===== src/rtl/config_int_add_seg_gate_pkg.sv =====
// Shared helpers for the segment-gated adder: segment count, mode clamping,
// active-segment masks and parameter legality.
package config_add_pkg;

  localparam int unsigned MAX_SEGS = 32;

  function automatic int unsigned num_segs(input int unsigned dw, input int unsigned sw);
    return (sw == 0) ? 0 : dw / sw;
  endfunction

  function automatic bit params_ok(input int unsigned dw, input int unsigned sw,
                                   input int unsigned mw, input int unsigned cw);
    return (sw != 0) && ((dw % sw) == 0) && ((dw / sw) >= 2) &&
           ((dw / sw) <= MAX_SEGS) && (mw >= 1) && (cw >= 1);
  endfunction

  // Requested gated-segment count, limited so the top segment stays active.
  function automatic int unsigned clamp_mode(input int unsigned mode, input int unsigned nsegs);
    return (mode > nsegs - 1) ? nsegs - 1 : mode;
  endfunction

  // Bit k set iff segment k is active (k >= m).
  function automatic logic [MAX_SEGS-1:0] seg_mask(input int unsigned m);
    logic [MAX_SEGS-1:0] mask;
    mask = '0;
    for (int unsigned k = 0; k < MAX_SEGS; k++) begin
      mask[k] = (k >= m);
    end
    return mask;
  endfunction

endpackage


===== src/rtl/config_int_add_seg_gate_slice.sv =====
// One adder segment; i_cin_kill breaks the carry chain at the lowest active segment.
module seg_add_slice #(
  parameter int unsigned W = 8
) (
  input  logic [W-1:0] i_a,
  input  logic [W-1:0] i_b,
  input  logic         i_cin,
  input  logic         i_cin_kill,
  output logic [W-1:0] o_sum,
  output logic         o_cout
);

  logic w_cin;

  assign w_cin = i_cin & ~i_cin_kill;
  assign {o_cout, o_sum} = {1'b0, i_a} + {1'b0, i_b} + (W+1)'(w_cin);

endmodule


===== src/rtl/config_int_add_seg_gate.sv =====
// Two-stage valid/ready integer adder with per-beat low-segment gating and a
// saturating count of accepted beats.
module config_int_add_seg_gate
  import config_add_pkg::*;
#(
  parameter int unsigned DATA_PATH_BITWIDTH = 32,
  parameter int unsigned SEG_BITWIDTH       = 8,
  parameter int unsigned MODE_W             = 3,
  parameter int unsigned CNT_W              = 16
) (
  input  logic                          clk,
  input  logic                          rst,
  input  logic                          in_valid,
  output logic                          in_ready,
  input  logic [MODE_W-1:0]             mode,
  input  logic [DATA_PATH_BITWIDTH-1:0] a,
  input  logic [DATA_PATH_BITWIDTH-1:0] b,
  output logic                          out_valid,
  input  logic                          out_ready,
  output logic [DATA_PATH_BITWIDTH-1:0] c,
  output logic                          c_ovf,
  output logic [CNT_W-1:0]              op_count
);

  localparam int unsigned DW       = DATA_PATH_BITWIDTH;
  localparam int unsigned SW       = SEG_BITWIDTH;
  localparam int unsigned NUM_SEGS = num_segs(DATA_PATH_BITWIDTH, SEG_BITWIDTH);

  if (!params_ok(DATA_PATH_BITWIDTH, SEG_BITWIDTH, MODE_W, CNT_W)) begin : g_bad_params
    $error("config_int_add_seg_gate: illegal parameter combination");
  end

  logic                r_rst_reg;
  logic                r_s1_valid;
  logic [MODE_W-1:0]   r_s1_m;
  logic [DW-1:0]       r_a;
  logic [DW-1:0]       r_b;
  logic                r_s2_valid;
  logic [MODE_W-1:0]   r_s2_m;
  logic [DW-1:0]       r_c;
  logic                r_c_ovf;
  logic [CNT_W-1:0]    r_op_count;

  logic                w_accept;
  logic                w_s1_adv;
  logic [MODE_W-1:0]   w_m_in;
  logic [NUM_SEGS-1:0] w_act_in;
  logic [NUM_SEGS-1:0] w_act_s1;
  logic [NUM_SEGS-1:0] w_act_s2;
  logic [NUM_SEGS-1:0] w_kill;
  logic [NUM_SEGS:0]   w_carry;
  logic [DW-1:0]       w_sum;
  logic [DW-1:0]       w_c_mask;

  // Handshake: S1 drains into S2 when S2 is empty or being consumed.
  assign w_s1_adv = r_s1_valid && (!r_s2_valid || out_ready);
  assign in_ready = r_rst_reg && (!r_s1_valid || w_s1_adv);
  assign w_accept = in_valid && in_ready;

  assign w_m_in   = MODE_W'(clamp_mode(32'(mode), NUM_SEGS));
  assign w_act_in = NUM_SEGS'(seg_mask(32'(w_m_in)));
  assign w_act_s1 = NUM_SEGS'(seg_mask(32'(r_s1_m)));
  assign w_act_s2 = NUM_SEGS'(seg_mask(32'(r_s2_m)));

  // Internal reset copy: released one clock after rst deasserts.
  always_ff @(posedge clk or negedge rst) begin
    if (!rst) r_rst_reg <= 1'b0;
    else      r_rst_reg <= 1'b1;
  end

  // S1: only active operand segments are enabled; gated ones hold.
  always_ff @(posedge clk or negedge rst) begin
    if (!rst) begin
      r_s1_valid <= 1'b0;
      r_s1_m     <= '0;
      r_a        <= '0;
      r_b        <= '0;
    end else begin
      if (w_accept) begin
        r_s1_valid <= 1'b1;
        r_s1_m     <= w_m_in;
      end else if (w_s1_adv) begin
        r_s1_valid <= 1'b0;
      end
      for (int unsigned k = 0; k < NUM_SEGS; k++) begin
        if (w_accept && w_act_in[k]) begin
          r_a[k*SW +: SW] <= a[k*SW +: SW];
          r_b[k*SW +: SW] <= b[k*SW +: SW];
        end
      end
    end
  end

  assign w_carry[0] = 1'b0;

  for (genvar k = 0; k < NUM_SEGS; k++) begin : g_seg
    assign w_kill[k] = (32'(r_s1_m) == k);
    assign w_c_mask[k*SW +: SW] = {SW{w_act_s2[k]}};

    seg_add_slice #(.W(SW)) u_slice (
      .i_a       (r_a[k*SW +: SW]),
      .i_b       (r_b[k*SW +: SW]),
      .i_cin     (w_carry[k]),
      .i_cin_kill(w_kill[k]),
      .o_sum     (w_sum[k*SW +: SW]),
      .o_cout    (w_carry[k+1])
    );
  end

  // S2: result register, active segments only; holds while stalled.
  always_ff @(posedge clk or negedge rst) begin
    if (!rst) begin
      r_s2_valid <= 1'b0;
      r_s2_m     <= '0;
      r_c        <= '0;
      r_c_ovf    <= 1'b0;
    end else begin
      if (w_s1_adv) begin
        r_s2_valid <= 1'b1;
        r_s2_m     <= r_s1_m;
        r_c_ovf    <= w_carry[NUM_SEGS];
      end else if (out_ready) begin
        r_s2_valid <= 1'b0;
      end
      for (int unsigned k = 0; k < NUM_SEGS; k++) begin
        if (w_s1_adv && w_act_s1[k]) begin
          r_c[k*SW +: SW] <= w_sum[k*SW +: SW];
        end
      end
    end
  end

  // Saturating accepted-beat counter.
  always_ff @(posedge clk or negedge rst) begin
    if (!rst) begin
      r_op_count <= '0;
    end else if (w_accept && (r_op_count != {CNT_W{1'b1}})) begin
      r_op_count <= r_op_count + CNT_W'(1);
    end
  end

  // Gated segments never expose stale held bits.
  assign c         = r_c & w_c_mask;
  assign c_ovf     = r_c_ovf;
  assign out_valid = r_s2_valid;
  assign op_count  = r_op_count;

endmodule

===== config.mk =====
export PLATFORM = sky130hd
export DESIGN_NAME = config_int_add_seg_gate
export DESIGN_NICKNAME = d
export VERILOG_FILES = /design/src/rtl/config_int_add_seg_gate_pkg.sv /design/src/rtl/config_int_add_seg_gate_slice.sv /design/src/rtl/config_int_add_seg_gate.sv
export SDC_FILE = /design/constraint.sdc
export NUM_CORES = 1
export LEC_CHECK = 0
export BUFFER_PORTS_ARGS = -buffer_cell sky130_fd_sc_hd__buf_2
export CAP_MARGIN = 30
export CORE_ASPECT_RATIO = 1.75
export CORE_MARGIN = 3
export CORE_UTILIZATION = 30
export DETAILED_ROUTE_END_ITERATION = 16
export GPL_ROUTABILITY_DRIVEN = 0
export PLACE_DENSITY_LB_ADDON = 0.3
export SLEW_MARGIN = 25
export SYNTH_ARGS = -nofsm -noshare
export SYNTH_HDL_FRONTEND = slang
export SYNTH_HIERARCHICAL = 1
export SYNTH_SLANG_ARGS = --single-unit

===== constraint.sdc =====
create_clock -name clk -period 16.1 [get_ports clk]
set_input_delay 1.61 -clock clk [delete_from_list [all_inputs] [get_ports clk]]
set_output_delay 1.61 -clock clk [all_outputs]
set_load 0.02 [all_outputs]

* Word level (Yosys, flattened, before mapping)
Cells that the tools add are included.
** Word-level totals
- Bits in registers :: 122
- Output and inout bits :: 51
** Cells by class
- Add/subtract/negate cells :: 8
- Magnitude comparators :: 13
- Reduce and logical (&&, ||, !) cells :: 18
- Eq/ne operators :: 4
- Muxes and demuxes :: 5
- Bitwise operators :: 7
** Operators with widths (count)
- 8-bit by 8-bit adder with 9-bit output :: 4
- 32-bit AND :: 1
- 9-bit by 1-bit adder with 9-bit output :: 3
- 1-bit by 3-bit greater-or-equal comparator with 1-bit output, first input constant :: 6
- 2-bit by 3-bit greater-or-equal comparator with 1-bit output, first input constant :: 6
- 16-bit by 1-bit adder with 16-bit output, second input constant :: 1
- 16-bit != test, second input constant :: 1
- 1-bit logical AND :: 12
- 3-bit by 2-bit == test with 1-bit output, second input constant :: 2
- 1-bit 2-to-1 mux :: 4
- 2-bit nonzero test :: 2
- 1-bit AND :: 3
- 3-bit by 1-bit == test with 1-bit output, second input constant :: 1
- 3-bit by 2-bit greater-than comparator with 1-bit output, second input constant :: 1
- 3-bit 2-to-1 mux :: 1
- 1-bit inverter :: 3
- 1-bit logical NOT :: 2
- 1-bit logical OR :: 2

* Longest topological paths before layout
- Depth in word-level cells :: 8
- Gate-level depth with buffers :: 30
- Gate-level depth less buffers :: 30

* Hierarchy
The synthesis kept the hierarchy.
** Modules (own cells, without submodules)
- config_int_add_seg_gate :: area each 5057.4 um2, times used 1, cells each 393, seq. area each 3052.9 um2
- seg_add_slice at g_seg[0].u_slice ... :: area each 366.6 um2, times used 3, cells each 45, seq. area each 0.0 um2
- seg_add_slice at g_seg[2].u_slice :: area each 356.6 um2, times used 1, cells each 45, seq. area each 0.0 um2

* Worst setup path after synthesis
OpenSTA, ideal clock, no wires.
- Path kind :: reg2reg
- Start point :: register r_a[0]
- End point :: register r_c[29]
- Cell stages (with the launch flop) :: 29
- Data required time :: 15975 ps
- Arrival time :: 5126 ps
- Clock period less this slack :: 5251 ps
- Setup slack :: 10849 ps
- Buffers on the path :: 0
- Library setup time :: 125 ps
- Cell sequence :: dfrtp_1 > inv_1 > fa_1 > inv_1 > fa_1 > a21oi_1 > o21a_1 > o21ai_0 > nand2b_1 > fa_1 > inv_1 > fa_1 > a21oi_1 > o21a_1 > o21ai_0 > nand2b_1 > fa_1 > inv_1 > fa_1 > a21oi_1 > o21a_1 > o21ai_0 > nand2b_1 > fa_1 > nand3b_2 > a21oi_2 > nor4_1 > a311o_1 > mux2_2
** Between the ends
- Cells in the longest elaborated chain, start to end :: 7
** RTL lines
- from (decl) :: RTL line config_int_add_seg_gate.sv:36 : logic [DW-1:0] r_a;
- from (signal, indexed assignment) :: RTL line config_int_add_seg_gate.sv:87 : r_a[k*SW +: SW] <= a[k*SW +: SW];
- 8-bit by 8-bit adder with 9-bit output :: RTL line config_int_add_seg_gate_slice.sv:16 : assign {o_cout, o_sum} = {1'b0, i_a} + {1'b0, i_b} + (W+1)'(w_cin);
- named net w_carry[1] :: RTL line config_int_add_seg_gate.sv:51 : logic [NUM_SEGS:0] w_carry;
- 1-bit AND :: RTL line config_int_add_seg_gate_slice.sv:15 : assign w_cin = i_cin & ~i_cin_kill;
- 9-bit by 1-bit adder with 9-bit output :: RTL line config_int_add_seg_gate_slice.sv:16
- named net w_carry[2] :: RTL line config_int_add_seg_gate.sv:51
- 1-bit AND :: RTL line config_int_add_seg_gate_slice.sv:15
- 9-bit by 1-bit adder with 9-bit output :: RTL line config_int_add_seg_gate_slice.sv:16
- named net w_carry[3] :: RTL line config_int_add_seg_gate.sv:51
- 1-bit AND :: RTL line config_int_add_seg_gate_slice.sv:15
- 9-bit by 1-bit adder with 9-bit output :: RTL line config_int_add_seg_gate_slice.sv:16
- named net w_sum[29] :: RTL line config_int_add_seg_gate.sv:52 : logic [DW-1:0] w_sum;
- to (signal, indexed assignment) :: RTL line config_int_add_seg_gate.sv:127 : r_c[k*SW +: SW] <= w_sum[k*SW +: SW];
- to (decl) :: RTL line config_int_add_seg_gate.sv:40 : logic [DW-1:0] r_c;
The timed path passes the listed nets, and every way through them passes these cells.
A chain may end at the register's enable or synchronous reset.

* Final worst setup path
Ends and elaborated chain as after synthesis.

==> impl_metrics.json <==
{
  "r2r_start": "r_a[0]",
  "die-area_um2": 23600,
  "fin_crit_ns": 5.92,
  "worst_setup_path_end_kind": "register",
  "setup_tns_ns": 0,
  "rows": 70,
  "layout.nets": 813,
  "peakVddDrop_v": 0.0000511,
  "ctsResizeCount": 0,
  "via_per_inst": 4.64,
  "synth.most_common_cell": "dfrtp_1",
  "die_w_um": 117,
  "pwr_density_cell_nw_per_um2": 154,
  "avgSynthCellArea_um2": 11.4,
  "insertion_delay_ns": 0.41,
  "fin_util_pct": 37.9,
  "status": "finished clean",
  "critPathTopFamily": "adder cells",
  "cpMostUsedCell": "fa_1",
  "cts_setup_buffers": 0,
  "max_stage_delay_ns": 0.43,
  "synthTopCellsByArea": "dfrtp_1, mux2_2, ha_1",
  "synth-compound-area-share_pct": 8.39,
  "relSlewSlack_pct": 37.2,
  "drc": 0,
  "hold_path.class": "register to register",
  "overflow": 0,
  "io_pins": 122,
  "worst_setup_path_start_kind": "register",
  "synthMuxAreaShare_pct": 15.3,
  "synth-simple-area-share_pct": 15.4,
  "dr_wl_met2_um": 8200,
  "top_regs": "r_a x32, r_b x32, r_c x32",
  "synth_enable_flop_cells": 0,
  "worst_slew_pin_slew_ns": 0.940,
  "worstHoldStart": "r_a[30]",
  "crit_type": "register to register",
  "syn_inst": 573,
  "hold_violations": 0,
  "drt_iter0_drc": 197,
  "dr_total_vias": 4654,
  "syn-num-nets": 681,
  "crit_buf_inv": 4,
  "cts_buffers": 17,
  "area_growth_pct": 22.9,
  "postRouteAntennaNets": 0,
  "synth_area_leader_cell": "dfrtp_1",
  "fin_skew_ns": 0.00834,
  "detailed_place_hpwl_um": 11800,
  "cap_violations": 0,
  "syn-cell-area_um2": 6510,
  "setup_viol": 0,
  "crit_slowest_cell": "fa_1",
  "ys_async_sr_fraction_pct": 100,
  "synth_xor_area_share_pct": 3.23,
  "sw_frac_of_total_pct": 33.1,
  "final.setup.worst_slack_ns": 10.18,
  "first_global_vias": 4888,
  "cts_tree": "yes",
  "start_util_pct": 30.9,
  "pwr-share-seq_pct": 36.9,
  "grt_pass1_wl_um": 24900,
  "required_ns": 16.40,
  "cp.arrival_ns": 6.22,
  "slew_viol_final": 0,
  "clockPowerShare_pct": 28.2,
  "critPathLaunch": "r_a[0]",
  "path_clk_slew_ns": 0.05,
  "pre_cts_slack_ns": 10.13,
  "cts_buffer_depth": 2,
  "wl_met1_um": 5730,
  "yosysWarnings": 6,
  "internal-power_uw": 827,
  "grt_max_degree": 51,
  "period_share_pct": 36.8,
  "clock-sinks": 122,
  "max_freq_ghz": 0.169,
  "io_buffers": 121,
  "wl_per_cell_um": 15.1,
  "ys.flop_type": "dfrtp_1",
  "ys_seq_area_share_pct": 46.9,
  "drive_gt1_share_pct": 37.1,
  "first_pass_iters": 4,
  "netlist.area_leader.share_pct": 46.9,
  "synth_fa_ha_area_share_pct": 8.03,
  "antenna_found_initial": 2,
  "wl_met3_um": 894,
  "p_comb_share_pct": 34.9,
  "die_h_um": 201,
  "wirelength_um": 15200,
  "htree_levels": 4,
  "grt_setup_unrepaired": "no",
  "crit_fanout": 3,
  "synth_top_family_by_area": "simple AND/OR/NAND/NOR gates",
  "yosys-top-cells-count": "dfrtp_1, mux2_2, nand2_1, ha_1, and2_1",
  "p_switching_uw": 410,
  "cts_root_buf": "clkbuf_16",
  "synth-seq-cells": 122,
  "synth.distinct_cells": 47,
  "cellLeakagePower_uw": 0.00387,
  "cts-hold-fix-buffers": 0,
  "grtUsageTotal_pct": 13.4,
  "top_layer_used": "met5",
  "core_area_um2": 21100,
  "worst_hold_slack_ns": 0.479
}
[power groups by stage]
stage	clock network (uW)	logic (uW)	registers, uW
after floorplan	0	326	446
after global placement	0	431	461
after detailed placement	0	437	463
after CTS	359	439	458
after global routing	372	484	468
final	349	432	456
[worst reg2reg max path, delay by kind of cell, from the launching register on]
kind	cells	cell delay, ns
flip-flops	1	0.34
buffers and inverters	4	0.31
AO/OA/AOI/OAI	11	2.03
multiplexers	1	0.26
adder cells (fa/ha/maj)	7	2.20
AND/OR/NAND/NOR	5	0.65
[kinds of logic (layout without fill, tap and decap cells)]
logic type,after synthesis,count (layout)
adder cells (fa/ha/maj),37,37
AO/OA/AOI/OAI,73,73
multiplexers,86,86
AND/OR/NAND/NOR,186,186
buffers and inverters,43,185
XOR/XNOR,24,24
flip-flops,122,122
other,2,3
[placed cells by master (no fill, tap or decap), drive strengths merged, types with 5 or more instances in the layout]
cell type / n
fa: 8
nand3: 13
o21a: 5
nor2b: 13
nand2b: 9
and3: 6
a21o: 8
a311o: 8
nor2: 10
mux2: 86
nor3: 10
nor4: 8
a21oi: 27
buf: 124
and2: 28
nand2: 64
nand3b: 9
o21bai: 5
o21ai: 5
clkbuf: 26
nand4: 7
ha: 29
xor2: 18
xnor2: 6
dfrtp: 122
inv: 32
[stage by stage]
stage                     cell area (um2)  power (uW)  cells
after global placement               7440         892    972
after global routing                 8010        1320   1003
final                                8010        1240   1004
after CTS                            7990        1260   1002
after detailed placement             7460         900    973
after floorplan                      6510         772    573
[path summary, 6_finish.rpt]
check	cells after the start	end	slack, ns
hold reg to reg	2	r_a[30]	0.48
min in group asynchronous	1	r_c[5]	1.13
max in group asynchronous	2	r_a[27]	13.98
hold / removal	2	r_a[30]	0.48
setup reg to reg	28	r_c[29]	10.18
setup / recovery	28	r_c[29]	10.18
[layout make-up]
class,count,area (um2)
Timing Repair Buffer,124,654
Tap cell,288,360
Clock buffer,26,489
Fill cell,2132,13100
Sequential cell,122,3050
Clock inverter,3,40.0
Multi-Input combinational cell,408,3290
Inverter,32,120
Antenna cell,1,2.50
[layer usage]
layer / up-vias / track usage, %
li1: 2266 / -
met1: 2246 / 13.8
met2: 112 / 24.5
met3: 28 / 4.60
met4: 2 / 5.79
met5: - / 0
(Power assumes the default switching activity.)
